<file path="src/rtl/ecc_result_serializer_if.sv">
// Word-stream handshake between the ECC result serializer and its consumer.
// The master drives data/valid/last and the slave drives ready.
interface ecc_result_serializer_if #(
    parameter int unsigned WORD_W = 32
);
    logic [WORD_W-1:0] m_data;
    logic              m_valid;
    logic              m_ready;
    logic              m_last;

    modport master (output m_data, output m_valid, output m_last, input m_ready);
    modport slave  (input m_data, input m_valid, input m_last, output m_ready);
endinterface

</file>
<file path="src/rtl/ecc_result_serializer.sv">
// Snapshots the ECC dx/dy result on each rising edge of done and streams it
// as 2*NWORDS words, MSW first (x then y), over a valid/ready handshake.
module ecc_result_serializer #(
    parameter int unsigned DATA_W = 128,
    parameter int unsigned WORD_W = 32
) (
    input  logic                         clk,
    input  logic                         rst,
    input  logic                         done,
    input  logic [DATA_W-1:0]            dx,
    input  logic [DATA_W-1:0]            dy,
    ecc_result_serializer_if.master      m,
    output logic                         busy,
    output logic                         overrun,
    input  logic                         clr_overrun
);
    localparam int unsigned NWORDS = DATA_W / WORD_W;
    localparam int unsigned NTOTAL = 2 * NWORDS;
    localparam int unsigned CNT_W  = $clog2(NTOTAL);
    localparam logic [CNT_W-1:0] LAST_IDX = CNT_W'(NTOTAL - 1);

    typedef enum logic [0:0] {IDLE, SEND} state_t;

    state_t              state, state_n;
    logic [CNT_W-1:0]    cnt, cnt_n;
    logic [DATA_W-1:0]   sx, sy;
    logic                done_q;
    logic                ev, xfer, capture, ovr_set;
    logic [2*DATA_W-1:0] frame;

    always_ff @(posedge clk) begin
        if (rst) begin
            state   <= IDLE;
            cnt     <= '0;
            sx      <= '0;
            sy      <= '0;
            done_q  <= 1'b1;
            overrun <= 1'b0;
        end else begin
            state  <= state_n;
            cnt    <= cnt_n;
            done_q <= done;
            if (capture) begin
                sx <= dx;
                sy <= dy;
            end
            // A new overrun in the same cycle as a clear keeps the flag set.
            if (ovr_set)
                overrun <= 1'b1;
            else if (clr_overrun)
                overrun <= 1'b0;
        end
    end

    always_comb begin
        state_n   = state;
        cnt_n     = cnt;
        capture   = 1'b0;
        ovr_set   = 1'b0;
        ev        = done && !done_q;
        xfer      = (state == SEND) && m.m_ready;
        frame     = {sx, sy};
        m.m_valid = 1'b0;
        m.m_last  = 1'b0;
        m.m_data  = '0;
        busy      = 1'b0;

        case (state)
            IDLE: begin
                if (ev) begin
                    capture = 1'b1;
                    cnt_n   = '0;
                    state_n = SEND;
                end
            end
            SEND: begin
                m.m_valid = 1'b1;
                busy      = 1'b1;
                m.m_last  = (cnt == LAST_IDX);
                m.m_data  = frame[(NTOTAL - 1 - int'(cnt)) * WORD_W +: WORD_W];
                if (xfer) begin
                    if (cnt == LAST_IDX) begin
                        // A result landing on the final handshake starts the next frame without a bubble.
                        cnt_n = '0;
                        if (ev)
                            capture = 1'b1;
                        else
                            state_n = IDLE;
                    end else begin
                        cnt_n = cnt + CNT_W'(1);
                    end
                end
                if (ev && !(xfer && (cnt == LAST_IDX)))
                    ovr_set = 1'b1;
            end
            default: state_n = IDLE;
        endcase
    end
endmodule

</file>
<file path="src/flat_wrapper.sv">
// flat-port wrapper written by rule: the top's interface ports become plain ports
module ecc_result_serializer_flat 
#(
    parameter int unsigned DATA_W = 128,
    parameter int unsigned WORD_W = 32
)
  (clk, rst, done, dx, dy, busy, overrun, clr_overrun, m_m_data, m_m_valid, m_m_last, m_m_ready);
  ecc_result_serializer_if #(.WORD_W(WORD_W)) m_i ();
  input  logic clk;
  input  logic rst;
  input  logic done;
  input  logic [DATA_W-1:0] dx;
  input  logic [DATA_W-1:0] dy;
  output logic busy;
  output logic overrun;
  input  logic clr_overrun;
  output wire logic [$bits(m_i.m_data)-1:0] m_m_data;
  output wire logic [$bits(m_i.m_valid)-1:0] m_m_valid;
  output wire logic [$bits(m_i.m_last)-1:0] m_m_last;
  input wire logic [$bits(m_i.m_ready)-1:0] m_m_ready;
  assign m_m_data = m_i.m_data;
  assign m_m_valid = m_i.m_valid;
  assign m_m_last = m_i.m_last;
  assign m_i.m_ready = m_m_ready;
  ecc_result_serializer #(.DATA_W(DATA_W), .WORD_W(WORD_W)) u_core (.clk(clk), .rst(rst), .done(done), .dx(dx), .dy(dy), .m(m_i), .busy(busy), .overrun(overrun), .clr_overrun(clr_overrun));
endmodule
</file>
<file path="config.mk">
export PLATFORM = sky130hd
export DESIGN_NAME = ecc_result_serializer_flat
export DESIGN_NICKNAME = d
export VERILOG_FILES = /design/src/rtl/ecc_result_serializer_if.sv /design/src/rtl/ecc_result_serializer.sv /design/src/flat_wrapper.sv
export SDC_FILE = /design/constraint.sdc
export NUM_CORES = 1
export LEC_CHECK = 0
export CORE_AREA = 2 2 207 209
export DETAILED_ROUTE_END_ITERATION = 7
export DIE_AREA = 0 0 209 211
export HOLD_SLACK_MARGIN = 0.1
export PLACE_DENSITY_LB_ADDON = 0.3
export SLEW_MARGIN = 40
export SYNTH_ARGS = -nofsm -noshare
export SYNTH_HDL_FRONTEND = slang
export SYNTH_SLANG_ARGS = --single-unit
</file>
<file path="constraint.sdc">
create_clock -name clk -period 2.75 [get_ports clk]
set_clock_uncertainty 0.2 [all_clocks]
set_input_delay 0.275 -clock clk [delete_from_list [all_inputs] [get_ports clk]]
set_output_delay 0.275 -clock clk [all_outputs]
set_load 0.01 [all_outputs]
</file>
==> results of run 1 <==
## critical path, stage by stage (launching register included)
cell and delay (ns):
dfxtp_4 0.42, buf_12 0.16, mux4_2 0.55, o211a_1 0.25
dlygate4sd2_1 0.28
## cell families after synthesis
kind of cell | count (synthesis)
compound gates | 586
simple gates | 270
flops | 262
buf+inv | 175
mux | 96
fa+ha+maj | 3
## sequential cells by signal, indices dropped and copies added (netlist names)
signal,count
u_core.done_q,1
u_core.sx,128
u_core.overrun,1
u_core.state,1
u_core.sy,128
u_core.cnt,3
## per-stage QoR
step	setup WS, ns	instance area, sq um	util, %	hold WS [ns]
floorplan	0.883	12000	-	0.182
global placement	0.250	15500	37.1	0.259
detailed placement	0.236	15500	37.1	0.266
CTS	-0.0328	18100	43.2	0.100
global route	-0.00245	18000	43.2	0.111
finish	0.0452	18000	43.2	0.104
## layer usage
layer  part of all wire [%]  track usage (%)  vias to the layer above
met5                  0.028                0                        -
met4                    2.0             4.38                        2
met3                    6.0             3.40                       53
met2                     42             29.9                      400
met1                     50             30.9                     5873
li1                       -                -                     5829
## layout make-up
class | count | share of cell area, %
Multi-Input combinational cell | 956 | 33.5
Sequential cell | 262 | 29.2
Timing Repair Buffer | 485 | 28.1
Clock buffer | 44 | 4.69
Tap cell | 539 | 3.74
Clock inverter | 9 | 0.819
## cell usage in the layout (no fill, tap or decap), types with 11 or more instances in the layout
cell | synthesis | layout
mux2i_1 | 64 | 64
dfxtp_1 | 262 | 259
nand3_1 | 257 | 257
o211a_1 | 32 | 32
mux4_2 | 32 | 32
a22oi_1 | 32 | 26
o21ai_0 | 193 | 193
clkdlybuf4s50_1 | 0 | 262
o21ai_1 | 63 | 63
clkbuf_16 | 0 | 31
dlygate4sd3_1 | 0 | 129
buf_4 | 8 | 27
clkbuf_1 | 70 | 11
buf_12 | 0 | 28
a21oi_1 | 261 | 261
## report_power, final
group | switching (W) | internal [W] | leakage, nW
logic | 0.000543 | 0.000668 | 3.74
registers | 0.0000697 | 0.00392 | 2.13
clock network | 0.00161 | 0.00248 | 0.482
total | 0.00223 | 0.00707 | 6.35
## what timing repair did
action                                 4_1_cts  5_1_grt
buffers inserted                            17        2
hold buffers                               129        0
cloned                                       5        0
pin swaps                                    6        3
gates resized for setup                     86       16
endpoints found under the hold margin      129        0
setup endpoints to repair                   33       22
## synthesized netlist by cell type, types with 4 or more instances
cell      instances
dfxtp_1         262
mux4_2           32
buf_4             8
buf_6             6
o211a_1          32
buf_2            87
buf_1             4
mux2i_1          64
o21ai_1          63
a22oi_1          32
nand3_1         257
clkbuf_1         70
o21ai_0         193
a21oi_1         261
## final timing paths
kind | from | to | cells past startpoint
max | u_core.cnt[0]$_SDFFE_PP0P_ | m_m_data[8] | 4
max reg2reg | u_core.cnt[1]$_SDFFE_PP0P_ | u_core.sy[50]$_SDFFE_PP0P_ | 9
min | dy[104] | u_core.sy[104]$_SDFFE_PP0P_ | 3
min reg2reg | u_core.sy[91]$_SDFFE_PP0P_ | u_core.sy[91]$_SDFFE_PP0P_ | 2
==> out/qor.csv, run 1 <==
stage;metric;value;unit
outcome;status;finished clean;
timing;finalSetupViolations;0;
clock_network;clock-root-buffer;clkbuf_16;
die;rows;75;
routing;routedWlPerCell;20.0;um
timing;rsz0062_at_grt;true;
placed_design;dpl.cell_count;2091;
synthesis;synth_top_family_by_area;compound AO/OA/AOI/OAI gates;
critical_path;crit_fanout;8;
timing;slew_headroom;50.8;%
clock_network;h-tree-depth;1;
grt;grt_overflow;0;
synthesis;ys_ff_latch;262;
grt;grt_max_degree;104;
critical_path;worstSetupStartpointType;flip-flop;
layout;fin_cells;2295;
layout;multi_input_area;0.00603;sq mm
placed_design;detailed_place_hpwl;30.8;mm
critical_path;reg2reg_slack;0.20;ns
routing;final_antenna_net_count;0;
critical_path;crit_arrival;2.23;ns
synthesis;avgSynthCellArea;8.65;sq um
critical_path;worst_setup_path_end_kind;primary output;
grt;grt.total_usage;20.3;%
synthesis;yosysWarnings;0;
placed_design;place.gp.congestion;0.795;
routing;via_count;12200;
synthesis;synth-xor-area-share;0;%
synthesis;seq_area_frac_synth;43.6;%
synthesis;synth_compound_area_share;26.5;%
layout;insertedDiodeCount;0;
timing;worst_slew_pin_slew;0.738;ns
synthesis;synthAdderAreaFrac;0.312;%
layout;seq_area;0.00525;sq mm
synthesis;synth-simple-area-share;11.3;%
die;placeableCoreArea;0.0418;sq mm
die;dieArea;0.0441;sq mm
grt;grt_pass1_vias;11900;
critical_path;cp.required;2.28;ns
flow_run;cap_violations;0;
timing;drv_slew;0;
layout;fin_nets;1999;
power;finalPower;0.00930;W
clock_network;clk_latency;0.56;ns
power;ir_worst_vdd;0.331;mV
grt;grt_first_pass_wirelength;71.0;mm
layout;fillers;4074;
grt;antenna_found_initial;2;
synthesis;syn_nets;1656;
timing;setup_tns;0;ns
timing;layout_worst_path_cycle_share;98.4;%
synthesis;synth.area.top_cells;dfxtp_1 44%, a21oi_1 11%, nand3_1 11%;
routing;first_pass_iters;5;
routing;routed_wirelength;46.0;mm
power;power.density;516;mW/mm^2
synthesis;synth_edf_count;0;
worst_hold_path;hold_class;input port to flip-flop;
die;die_x;209;um
synthesis;synth_top_area_share;43.6;%
timing;period_minus_slack;2.70;ns
synthesis;syn_inst;1392;
placed_design;numPortBuffers;296;
synthesis;ys_types;26;
layout;areaGrowthSynthToFinish;49.7;%
synthesis;synth.area.mux_share;11.3;%
die;boundaryPins;297;
routing;routed_via_density;5.30;
synthesis;synth-main-ff-cell;dfxtp_1;
routing;post-route-drc-count;0;
die;start_util;28.8;%
clock_network;clk_pin_slew;0.06;ns
die;die_h;211;um
clock_network;cts_buffer_depth;3;
layout;layout-drive-gt1-share;9.57;%
routing;drt_iter0_markers;1081;
synthesis;syn-cell-area;0.0120;sq mm
timing;final_hold_viol_count;0;
clock_network;cts_buffers;30;
timing;max_freq;370;MHz
clock_network;clock_sinks;262;
critical_path;worstSetupPathType;flip-flop to primary output;
synthesis;yosys.area.top_type;dfxtp_1;
clock_network;cts_tree;done;
power;p_leak;6.35;nW
synthesis;async_reset_ff_share;0;%
No activity file was read; power rests on OpenSTA's default activity.
==> run 2, diff against run 1 <==
- HOLD_SLACK_MARGIN: 0.1 -> 0.08
==> out/qor.csv, run 2 (synthesis results as in run 1) <==
stage;metric;value;unit;change
timing;max_freq;368;MHz;was 370 MHz
die;boundaryPins;297;;unchanged
placed_design;detailed_place_hpwl;30.8;mm;unchanged
timing;final_hold_viol_count;0;;unchanged
routing;routed_wirelength;45.6;mm;was 46.0 mm
clock_network;clock_sinks;262;;unchanged
flow_run;cap_violations;0;;unchanged
die;die_h;211;um;unchanged
routing;post-route-drc-count;0;;unchanged
clock_network;cts_tree;done;;unchanged
timing;finalSetupViolations;0;;unchanged
critical_path;cp.required;2.28;ns;about the same
timing;period_minus_slack;2.72;ns;was 2.70 ns
layout;final_common_cell;clkdlybuf4s50_1;;unchanged
die;start_util;28.8;%;unchanged
routing;routed_via_density;5.34;;was 5.30
routing;drt_iter0_markers;992;;was 1,081
layout;insertedDiodeCount;0;;unchanged
grt;grt_pass1_vias;11700;;was 11,900
power;p_leak;6.08;nW;was 6.35 nW
routing;routedWlPerCell;20.4;um;was 20.0 um
grt;grt_first_pass_wirelength;70.1;mm;was 71.0 mm
grt;grt.total_usage;20.1;%;was 20.3%
layout;fillers;4127;;was 4,074
timing;worst_slew_pin_slew;0.741;ns;was 0.738 ns
critical_path;path_cells;buf_12 > mux4_2 > o211a_1 > dlygate4sd2_1;;unchanged
clock_network;clk_pin_slew;0.06;ns;about the same
critical_path;crit_fanout;8;;unchanged
clock_network;clock-root-buffer;clkbuf_16;;unchanged
routing;final_antenna_net_count;0;;unchanged
critical_path;slowest_delay;0.56;ns;was 0.55 ns
worst_hold_path;hold_class;input port to flip-flop;;unchanged
placed_design;pre_cts_ws;0.236;ns;unchanged
layout;areaGrowthSynthToFinish;44.3;%;was 49.7%
die;placeableCoreArea;0.0418;sq mm;unchanged
clock_network;cts_buffer_depth;3;;unchanged
power;ir_worst_vdd;0.331;mV;about the same
timing;rsz0062_at_grt;true;;unchanged
grt;grt_max_degree;104;;unchanged
placed_design;numPortBuffers;296;;unchanged
timing;setup_ws;0.0294;ns;was 0.0452 ns
layout;fin_cells;2230;;was 2,295
timing;slew_headroom;50.6;%;was 50.8%
layout;final_cell_mix;262 x clkdlybuf4s50_1, 261 x a21oi_1, 259 x dfxtp_1;;unchanged
die;dieArea;0.0441;sq mm;unchanged
clock_network;clk_latency;0.56;ns;about the same
layout;layout-drive-gt1-share;9.93;%;was 9.57%
routing;via_count;11900;;was 12,200
placed_design;place.gp.congestion;0.795;;unchanged
clock_network;cts_buffers;30;;unchanged
routing;first_pass_iters;5;;unchanged
die;rows;75;;unchanged
timing;layout_worst_path_cycle_share;98.9;%;was 98.4%
power;finalPower;0.00923;W;was 0.00930 W
critical_path;worstSetupPathType;flip-flop to primary output;;unchanged
layout;fin_util;41.6;%;was 43.2%
die;die_x;209;um;unchanged
layout;fin_nets;1934;;was 1,999
outcome;status;finished clean;;unchanged
grt;antenna_found_initial;2;;unchanged
critical_path;worst_setup_path_end_kind;primary output;;unchanged
layout;top_regs;u_core.sx: 128 flops, u_core.sy: 128 flops, u_core.cnt: 3 flops;;unchanged
grt;grt_overflow;0;;unchanged
critical_path;crit_arrival;2.25;ns;was 2.23 ns
power;power.density;531;mW/mm^2;was 516 mW/mm^2
timing;hold_ws;0.0907;ns;was 0.104 ns
timing;drv_slew;0;;unchanged
clock_network;h-tree-depth;1;;unchanged
placed_design;dpl.cell_count;2091;;unchanged
critical_path;worstSetupStartpointType;flip-flop;;unchanged
critical_path;cpMaxStageDelayCell;mux4_2;;unchanged
==> run 2: cell types whose count changed in the layout (fill, tap and decap cells not counted), sizes merged <==
cell         previous run  this run
dlygate4sd3           129        64
==> run 2: worst max-delay path: cells and delay by family (launching register included) <==
kind	cells	cell delay, ns
buffers and inverters	2	0.44
multiplexers	1	0.56
AO/OA/AOI/OAI	1	0.26
flip-flops	1	0.43
==> run 2: timing repair <==
item                                    in CTS  in global routing
buffers inserted                            17                  2
cloned                                       5                  0
endpoints found under the setup margin      33                 22
pin swaps                                    6                  3
hold buffers                                64                  0
hold endpoints to repair                    64                  0
gates resized for setup                     86                 16
==> run 2: final cells by class <==
| cell class | instances | area [sq um] | area share, % |
|---|---|---|---|
| clock buffer | 44 | 845 | 4.86 |
| tap | 539 | 674 | 3.88 |
| timing repair buffer | 420 | 4420 | 25.4 |
| sequential | 262 | 5250 | 30.2 |
| multi-input combinational | 956 | 6030 | 34.7 |
| clock inverter | 9 | 148 | 0.850 |
==> run 2: per-stage QoR <==
| stage | setup TNS (ns) | cell area [sq um] |
|---|---|---|
| after floorplan | 0 | 12000 |
| after global placement | 0 | 15500 |
| after global routing | -0.00264 | 17400 |
| after CTS | -0.0782 | 17400 |
| final | 0 | 17400 |
| after detailed placement | 0 | 15500 |
==> run 2: final timing paths <==
| path | slack (ns) | startpoint | cells past startpoint | end |
|---|---|---|---|---|
| worst max register to register | 0.20 | u_core.cnt[1]$_SDFFE_PP0P_ | 8 | u_core.sx[72]$_SDFFE_PP0P_ |
| worst min register to register | 0.27 | u_core.sx[125]$_SDFFE_PP0P_ | 2 | u_core.sx[125]$_SDFFE_PP0P_ |
| worst min-delay path | 0.09 | dy[54] | 3 | u_core.sy[54]$_SDFFE_PP0P_ |
| worst max-delay path | 0.03 | u_core.cnt[0]$_SDFFE_PP0P_ | 4 | m_m_data[8] |
==> run 2: report_power, final <==
part           switching [W]  total (W)  internal [W]
Combinational       0.000525    0.00113      0.000608
Clock                0.00162    0.00410       0.00248
Sequential         0.0000699    0.00399       0.00392
==> run 2: routing by layer <==
metal	share of wire (%)	global-route usage, %
met4	2.2	4.46
met5	0.029	0
met2	42	29.3
met1	50	30.7
met3	6.5	3.57
==> run 3, diff against run 2 <==
- HOLD_SLACK_MARGIN: 0.08 -> 0.15
==> out/qor.csv, run 3 (synthesis results as in run 1) <==
stage;metric;value;unit;change
routing;via_count;12500;;was 11,900
timing;drv_slew;0;;unchanged
layout;final_common_cell;clkdlybuf4s50_1;;unchanged
grt;grt_pass1_vias;12400;;was 11,700
routing;post-route-drc-count;0;;unchanged
timing;rsz0062_at_grt;true;;unchanged
layout;fin_nets;2107;;was 1,934
critical_path;cp.required;2.28;ns;about the same
timing;slew_headroom;51.0;%;was 50.6%
layout;fin_cells;2404;;was 2,230
timing;hold_ws;0.163;ns;was 0.0907 ns
clock_network;clock_sinks;262;;unchanged
layout;fillers;3957;;was 4,127
die;placeableCoreArea;0.0418;sq mm;unchanged
power;ir_worst_vdd;0.331;mV;about the same
clock_network;clock-root-buffer;clkbuf_16;;unchanged
placed_design;dpl_cell_area;0.0155;sq mm;unchanged
clock_network;clk_pin_slew;0.06;ns;about the same
routing;routed_wirelength;47.1;mm;was 45.6 mm
power;p_leak;6.80;nW;was 6.08 nW
clock_network;cts_buffer_depth;3;;unchanged
critical_path;worst_setup_path_end_kind;primary output;;unchanged
timing;finalSetupViolations;0;;unchanged
layout;fin_area;0.0191;sq mm;was 0.0174 sq mm
outcome;status;finished clean;;unchanged
layout;areaGrowthSynthToFinish;58.7;%;was 44.3%
critical_path;worstSetupStartpointType;flip-flop;;unchanged
critical_path;timing.rr.start;u_core.cnt[1]$_SDFFE_PP0P_;;unchanged
grt;antenna_found_initial;2;;unchanged
layout;final_cell_mix;262 x clkdlybuf4s50_1, 261 x a21oi_1, 259 x dfxtp_1;;unchanged
timing;setup_ws;0.0571;ns;was 0.0294 ns
timing;worst_slew_pin_slew;0.734;ns;was 0.741 ns
grt;grt_overflow;0;;unchanged
timing;final_hold_viol_count;0;;unchanged
clock_network;clk_latency;0.56;ns;about the same
critical_path;worstSetupPathType;flip-flop to primary output;;unchanged
critical_path;crit_arrival;2.22;ns;was 2.25 ns
grt;grt.total_usage;20.9;%;was 20.1%
routing;drt_iter0_markers;1141;;was 992
routing;first_pass_iters;5;;unchanged
timing;period_minus_slack;2.69;ns;was 2.72 ns
die;dieArea;0.0441;sq mm;unchanged
timing;layout_worst_path_cycle_share;97.9;%;was 98.9%
die;start_util;28.8;%;unchanged
worst_hold_path;hold_start;dx[92];;was dy[54]
timing;max_freq;371;MHz;was 368 MHz
grt;grt_first_pass_wirelength;73.0;mm;was 70.1 mm
die;die_h;211;um;unchanged
clock_network;cts_tree;done;;unchanged
placed_design;detailed_place_hpwl;30.8;mm;unchanged
placed_design;dpl.cell_count;2091;;unchanged
clock_network;cts_buffers;30;;unchanged
timing;setup_tns;0;ns;unchanged
placed_design;numPortBuffers;296;;unchanged
routing;final_antenna_net_count;0;;unchanged
power;power.density;494;mW/mm^2;was 531 mW/mm^2
worst_hold_path;hold_class;input port to flip-flop;;unchanged
die;boundaryPins;297;;unchanged
routing;routed_via_density;5.21;;was 5.34
die;die_x;209;um;unchanged
placed_design;pre_cts_ws;0.236;ns;unchanged
layout;top_regs;u_core.sx: 128 flops, u_core.sy: 128 flops, u_core.cnt: 3 flops;;unchanged
critical_path;setup.worst_path.start;u_core.cnt[1]$_SDFFE_PP0P_;;was u_core.cnt[0]$_SDFFE_PP0P_
clock_network;h-tree-depth;1;;unchanged
flow_run;cap_violations;0;;unchanged
grt;grt_max_degree;104;;unchanged
layout;layout-drive-gt1-share;9.01;%;was 9.93%
routing;routedWlPerCell;19.6;um;was 20.4 um
placed_design;place.gp.congestion;0.795;;unchanged
critical_path;crit_fanout;10;;was 8
die;rows;75;;unchanged
[run 3: timing repair]
action                     in CTS  in global routing
hold buffers                  237                  0
gates cloned                    5                  0
hold endpoints to repair      237                  0
pin swaps                       6                  3
setup endpoints to repair      33                 22
buffers inserted               17                  2
gates resized for setup        86                 17
[run 3: report_power, final]
group,switching [W],internal (W)
Combinational,0.000569,0.000768
Clock,0.00162,0.00248
Sequential,0.0000703,0.00392
[run 3: worst paths after layout]
path                                 end  slack [ns]  cells past startpoint
max                             m_m_last        0.06                      6
max reg2reg  u_core.sx[102]$_SDFFE_PP0P_        0.20                      9
min reg2reg   u_core.sy[91]$_SDFFE_PP0P_        0.27                      2
min           u_core.sx[92]$_SDFFE_PP0P_        0.16                      3
[run 3: worst max-delay path, stage by stage, from the launching register on]
cell and delay, ns:
dfxtp_4 0.36, buf_4 0.14, bufbuf_16 0.28, ha_1 0.21, ha_1 0.20, and2_1 0.15
dlygate4sd2_1 0.32
[run 3: layer usage]
layer  part of all wire, %  up-vias  global-route usage [%]
met5                     0        -                       0
li1                      -     6046                       -
met2                    43      417                    31.1
met3                   5.7       61                    3.06
met4                   2.3        0                    5.12
met1                    49     5990                    31.4
[run 3: per-stage QoR]
stage	util, %	total power [W]
6_report	45.7	0.00943
5_1_grt	45.7	0.00977
4_1_cts	45.8	0.00950
3_5_place_dp	37.1	0.00511
3_3_place_gp	37.1	0.00510
2_1_floorplan	-	0.00451
[run 3: final cells by class]
| type | count | area [sq um] | area share [%] |
|---|---|---|---|
| sequential | 262 | 5250 | 27.5 |
| tap | 539 | 674 | 3.53 |
| antenna | 1 | 2.50 | 0.0131 |
| multi-input combinational | 956 | 6030 | 31.6 |
| clock buffer | 44 | 845 | 4.42 |
| timing repair buffer | 593 | 6150 | 32.2 |
| clock inverter | 9 | 148 | 0.773 |
